===== src/rtl/pulse_pattern_writer.sv =====
// pulse_pattern_writer: fills a pattern word one serial bit at a time at a rotating one-hot select position
module pulse_pattern_writer #(
   parameter int WIDTH = 32,
   parameter int LEN_W = 6
) (
   input  logic             clk,
   input  logic             rst_n,
   input  logic             start,
   input  logic [LEN_W-1:0] len,
   input  logic             bit_in,
   input  logic             bit_valid,
   output logic             bit_ready,
   output logic [WIDTH-1:0] select,
   output logic [WIDTH-1:0] pulse,
   output logic             busy,
   output logic             done,
   output logic [LEN_W-1:0] count
);
   typedef enum logic [1:0] {IDLE, LOAD, DONE} state_t;
   state_t           state;
   logic [LEN_W-1:0] len_q;
   logic [LEN_W-1:0] eff_len;
   logic [LEN_W-1:0] count_nxt;
   logic             xfer;
   assign eff_len   = (len == '0 || len > LEN_W'(WIDTH)) ? LEN_W'(WIDTH) : len;
   assign count_nxt = count + 1'b1;
   assign xfer      = bit_valid && bit_ready;
   always_ff @(posedge clk) begin
      if (!rst_n) begin
         state     <= IDLE;
         len_q     <= '0;
         pulse     <= '0;
         select    <= '0;
         count     <= '0;
         busy      <= 1'b0;
         done      <= 1'b0;
         bit_ready <= 1'b0;
      end else begin
         case (state)
            IDLE: if (start) begin
               state     <= LOAD;
               len_q     <= eff_len;
               pulse     <= '0;
               select    <= WIDTH'(1);
               count     <= '0;
               busy      <= 1'b1;
               bit_ready <= 1'b1;
            end
            LOAD: if (xfer) begin
               pulse <= bit_in ? (pulse | select) : (pulse & ~select);
               count <= count_nxt;
               if (count_nxt == len_q) begin
                  state     <= DONE;
                  select    <= '0;
                  busy      <= 1'b0;
                  bit_ready <= 1'b0;
                  done      <= 1'b1;
               end else begin
                  select <= {select[WIDTH-2:0], select[WIDTH-1]};
               end
            end
            DONE: begin
               state <= IDLE;
               done  <= 1'b0;
            end
            default: begin
               state     <= IDLE;
               select    <= '0;
               busy      <= 1'b0;
               done      <= 1'b0;
               bit_ready <= 1'b0;
            end
         endcase
      end
   end
endmodule


===== config.mk =====
export PLATFORM = sky130hd
export DESIGN_NAME = pulse_pattern_writer
export DESIGN_NICKNAME = d
export VERILOG_FILES = /design/src/rtl/pulse_pattern_writer.sv
export SDC_FILE = /design/constraint.sdc
export NUM_CORES = 1
export LEC_CHECK = 0
export BUFFER_PORTS_ARGS = -buffer_cell sky130_fd_sc_hd__buf_2
export CAP_MARGIN = 10
export CELL_PAD_IN_SITES_DETAIL_PLACEMENT = 0
export CELL_PAD_IN_SITES_GLOBAL_PLACEMENT = 2
export CORE_MARGIN = 1
export CORE_UTILIZATION = 32
export CTS_CLUSTER_DIAMETER = 80
export DETAILED_ROUTE_END_ITERATION = 16
export GPL_ROUTABILITY_DRIVEN = 0
export PLACE_DENSITY_LB_ADDON = 0.1
export SLEW_MARGIN = 20
export SYNTH_ARGS = -nofsm -noshare
export SYNTH_HDL_FRONTEND = slang
export SYNTH_SLANG_ARGS = --single-unit

===== constraint.sdc =====
create_clock -name clk -period 3.2 [get_ports clk]
set_clock_uncertainty 0.05 [all_clocks]
set_input_delay 0.32 -clock clk [delete_from_list [all_inputs] [get_ports clk]]
set_output_delay 0.32 -clock clk [all_outputs]
set_load 0.03 [all_outputs]

After elaboration in Yosys (flattened, before gate mapping)
Cells that the tools add are included.
{"block": "totals", "ff_bits": 80, "out_inout_bits": 73}
{"block": "classes", "reduce_logical": 11, "mux": 23, "eq_ne": 6, "bitwise": 5, "n_addsub": 1, "magnitude_cmp": 1}
{"cell": "$mux W32", "count": 6}
{"cell": "$pmux W32 S3", "count": 1}
{"cell": "$pmux W32 S2", "count": 1}
{"cell": "$and A32 B32 Y32", "count": 1}
{"cell": "$not A32 Y32", "count": 1}
{"cell": "$or A32 B32 Y32", "count": 1}
{"cell": "$mux W6", "count": 3}
{"cell": "$pmux W6 S2", "count": 1}
{"cell": "$reduce_and A3 Y1", "count": 4}
{"cell": "$add A6 B1 Y6 const B", "count": 1}
{"cell": "$eq A6 B6 Y1", "count": 1}
{"cell": "$gt A6 B6 Y1 const B", "count": 1}
{"cell": "$logic_not A6 Y1", "count": 1}
{"cell": "$mux W2", "count": 3}
{"cell": "$ne A2 B2 Y1 const B", "count": 3}
{"cell": "$mux W1", "count": 5}
{"cell": "$pmux W2 S2", "count": 1}
{"cell": "$reduce_and A4 Y1", "count": 1}
{"cell": "$pmux W1 S3", "count": 1}
{"cell": "$eq A2 B1 Y1 const B", "count": 1}
{"cell": "$eq A2 B2 Y1 const B", "count": 1}
{"cell": "$logic_not A2 Y1", "count": 1}
{"cell": "$not A1 Y1", "count": 2}
{"cell": "$pmux W1 S2", "count": 1}
{"cell": "4 further kinds", "count": 4}

Depth between registers and ports, before layout
{"block": "depth", "ltp_word": 5, "ltp_mapped": 8, "ltp_nobuf": 6}

Worst setup path after synthesis
OpenSTA, ideal clock, no wires.
{"block": "synth_timing", "kind": "register to register", "start": "register count[0]", "end": "register select[10]", "arrival_time_ns": 2.021, "path_stages_with_launch": 7, "setup_ns": 0.134, "path_slack_ns": 0.995, "path_cell_list": "dfxtp_1 ha_1 nand3_1 or3_1 a211oi_4 buf_6 o22ai_1"}
{"block": "synth_via", "elab_chain_cells": 5}
{"element": "from (decl)", "line_no": "17", "source": "output logic [LEN_W-1:0] count"}
{"element": "from (signal assigned)", "line_no": "51", "source": "count <= count_nxt;"}
{"element": "$add A6 B1 Y6", "line_no": "26", "source": "assign count_nxt = count + 1'b1;"}
{"element": "$eq A6 B6 Y1", "line_no": "52", "source": "if (count_nxt == len_q) begin"}
{"element": "$mux W32", "line_no": "52"}
{"element": "$mux W32", "line_no": "49", "source": "LOAD: if (xfer) begin"}
{"element": "$pmux W32 S3", "line_no": "39", "source": "case (state)"}
{"element": "to (signal assigned)", "line_no": "59", "source": "select <= {select[WIDTH-2:0], select[WIDTH-1]};"}
{"element": "to (decl)", "line_no": "13", "source": "output logic [WIDTH-1:0] select,"}
No other way between the ends. The select of a mux whose other input is x is not followed.
A chain may end at the register's enable or synchronous reset.

Final worst setup path
{"block": "layout_timing", "start": "register count[0]", "end": "register select[21]"}
Same word-level chain as after synthesis.

==> results.py <==
metrics = {
    "worst_hold_path": {
        "hold_class": "input pin to flip-flop",
    },
    "layout": {
        "diodes": 0,
        "drive_gt1_frac": 0.2200,
        "fin_util": 0.3939,
        "syn2layout_area_growth_pct": 20.14,
        "fillers": 1097,
        "nets": 498,
    },
    "setup_path": {
        "r2r_cells": 6,
        "worstReg2RegEnd": "select[21]",
        "critPathArrivalTime_ps": 2370,
        "cp_slowest_cell": "dfxtp_1",
        "reg2reg_slack_ps": 950,
        "crit_type": "flip-flop to flip-flop",
        "worstPathCellList": "ha_1 > nand3_1 > or3_1 > a211oi_4 > buf_4 > o22ai_1",
        "cp-start-kind": "flip-flop",
        "required_ps": 3330,
        "cpPeakStageDelay_ps": 450,
        "worstPathMaxFanout": 36,
        "r2r-start": "count[0]",
        "cp-startpoint": "count[0]",
        "end_kind": "flip-flop",
        "critPathCapture": "select[21]",
    },
    "timing": {
        "min_period_over_period": 0.7016,
        "setup_viol": 0,
        "worstMarginPinSlew_ps": 992.8,
        "rsz0062_at_grt": "no",
        "min_period_ps": 2245,
        "max_freq_ghz": 0.4454,
        "slew_headroom": 0.3356,
        "slew_violations": 0,
        "worst_hold_slack_ps": 212.3,
        "tns_ps": 0,
        "finalHoldViolations": 0,
    },
    "clock_tree": {
        "clk_latency_ps": 350,
        "cts_root_buf": "clkbuf_8",
        "cts_buffer_depth": 2,
        "cts_resized": 0,
        "cts_tree": "yes",
        "clock_sinks": 80,
        "cts_made_buffers": 9,
        "htreeDepth": 3,
        "hold_buffers": 0,
        "path_clk_slew_ps": 80,
        "post-cts-setup-buffers": 0,
    },
    "synthesis": {
        "syn_area_um2": 3354,
        "netlist_instances": 422,
        "async_reset_ff_frac": 0,
        "synth_top_area_frac": 0.4774,
        "syn_nets": 434,
        "yosys_warnings": 0,
        "yosysUniqueCellTypes": 33,
        "syn_avg_cell_area_um2": 7.949,
        "synthFlopType": "dfxtp_1",
        "synth_seq_cells": 80,
        "synth_seq_area_share": 0.4774,
        "synth_edf_count": 0,
        "yosys.area.top_type": "dfxtp_1",
        "synth_area_leaders": "dfxtp_1 (48%), nand2_1 (12%), nand3_1 (10%)",
    },
    "die": {
        "rows": 37,
        "floorplan.initialDensity": 0.3279,
        "core-area_um2": 10230,
        "die_x_um": 104.4,
        "io-pin-count": 84,
        "die_h_um": 104.4,
        "dieArea_um2": 10900,
    },
    "power_and_ir_drop": {
        "vdd_drop_max_mv": 0.1913,
        "p_per_area_nw_per_um2": 489.6,
        "leakagePower_uw": 0.001514,
    },
    "global_routing": {
        "grt_pass1_wl_um": 13800,
        "grt-ovfl-total": 0,
        "track_usage": 0.1583,
        "antenna_found_initial": 0,
        "grt_max_degree": 49,
        "first_global_vias": 2580,
    },
    "run_status": {
        "status": "finished clean",
    },
    "routing": {
        "viasPerCell": 4.856,
        "routedWlPerCell_um": 13.49,
        "vias": 3045,
        "drt_iter0_drc": 121,
        "drtAntennaViolNets": 0,
        "drc": 0,
        "firstDrtPassIters": 4,
        "wl_um": 8456,
    },
    "placed_design": {
        "port_buffers": 83,
        "hpwl_um": 5393,
    },
    "flow_run": {
        "cap_violations": 0,
    },
}
==> worst min-delay path by stage <==
stage / depth (start not counted) / to / startpoint
CTS: 3 / len_q[0] / len[0]
global placement: 2 / pulse[2] / pulse[2]
detailed placement: 2 / pulse[4] / pulse[4]
finish: 3 / len_q[0] / len[0]
floorplan: 2 / len_q[0] / len_q[0]
global route: 3 / len_q[0] / len[0]
==> flip-flops by register name, indices dropped and copies added, names as in the netlist <==
signal,count
busy,1
count,6
done,1
len_q,6
pulse,32
select,32
state,2
==> placed cells by master, fill, tap and decap left out, types with 2 or more instances in the layout <==
master     synthesis  routed
a21boi_0           7       7
a21oi_1           37      37
a31oi_1            2       2
and2_1             2       2
and3_2             2       2
buf_2             13      83
buf_4              3       5
bufinv_16          0       2
clkbuf_1          17       2
clkbuf_8           0       9
clkinv_2           0       2
dfxtp_1           80      80
inv_1              2       2
nand2_1          110     110
nand3_1           69      69
nand3b_1           6       6
nor2_1             3       3
nor2b_1            2       2
nor3_1             4       4
o211ai_1           2       2
o21a_1             2       2
o21ai_0            5       5
o22ai_1           31      31
xnor2_1            7       7
xor2_1             3       3
==> synthesized netlist by cell type, types with 2 or more instances <==
| cell type | number |
|---|---|
| a21oi_1 | 37 |
| a21boi_0 | 7 |
| and2_1 | 2 |
| nand3b_1 | 6 |
| clkbuf_1 | 17 |
| nand2_1 | 110 |
| and3_2 | 2 |
| a31oi_1 | 2 |
| nor3_1 | 4 |
| inv_1 | 2 |
| dfxtp_1 | 80 |
| xor2_1 | 3 |
| buf_4 | 3 |
| o211ai_1 | 2 |
| nor2_1 | 3 |
| buf_2 | 13 |
| buf_6 | 3 |
| o21ai_0 | 5 |
| nand3_1 | 69 |
| nor2b_1 | 2 |
| o21a_1 | 2 |
| o22ai_1 | 31 |
| xnor2_1 | 7 |
==> critical path, delay by kind of cell (launching register included) <==
family	cells	cell delay, ps
compound gates	2	390
fa+ha+maj	1	280
buf+inv	1	380
flops	1	450
simple gates	2	510
==> cells by family after synthesis <==
| logic type | synth area share |
|---|---|
| compound gates | 0.1604 |
| buf+inv | 0.05744 |
| flops | 0.4774 |
| xor+xnor | 0.02611 |
| simple gates | 0.2749 |
| fa+ha+maj | 0.003729 |
==> metal layers <==
layer / up-vias / part of all wire / GRT usage
met1: 1382 / 0.49 / 0.2290
met4: 0 / 0.010 / 0.06122
met3: 10 / 0.045 / 0.02569
met2: 68 / 0.46 / 0.2332
li1: 1585 / - / -
met5: - / 0 / 0
==> through the flow <==
step                total power (uW)  area, um2  instances  worst slack [ps]
floorplan                       1143       3354        422             994.9
global placement                1179       3820        611             997.6
detailed placement              1181       3820        611             953.1
CTS                             2008       4030        627             936.1
global route                    2062       4030        627             797.5
finish                          1973       4030        627             954.9
==> area by class of cell <==
type | count | area, um2 | area share
sequential | 80 | 1602 | 0.3974
tap | 136 | 170.2 | 0.04222
clock buffer | 11 | 131.4 | 0.03260
clock inverter | 5 | 78.83 | 0.01956
timing repair buffer | 89 | 473.0 | 0.1174
multi-input combinational | 304 | 1568 | 0.3890
inverter | 2 | 7.507 | 0.001863
==> power by group <==
part	leakage [uW]	switching, uW	internal, uW	total [uW]
combinational	0.000761	108	35.0	143
clock	0.000108	379	441	820
sequential	0.000646	8.37	1000	1010
(Power assumes the default switching activity.)
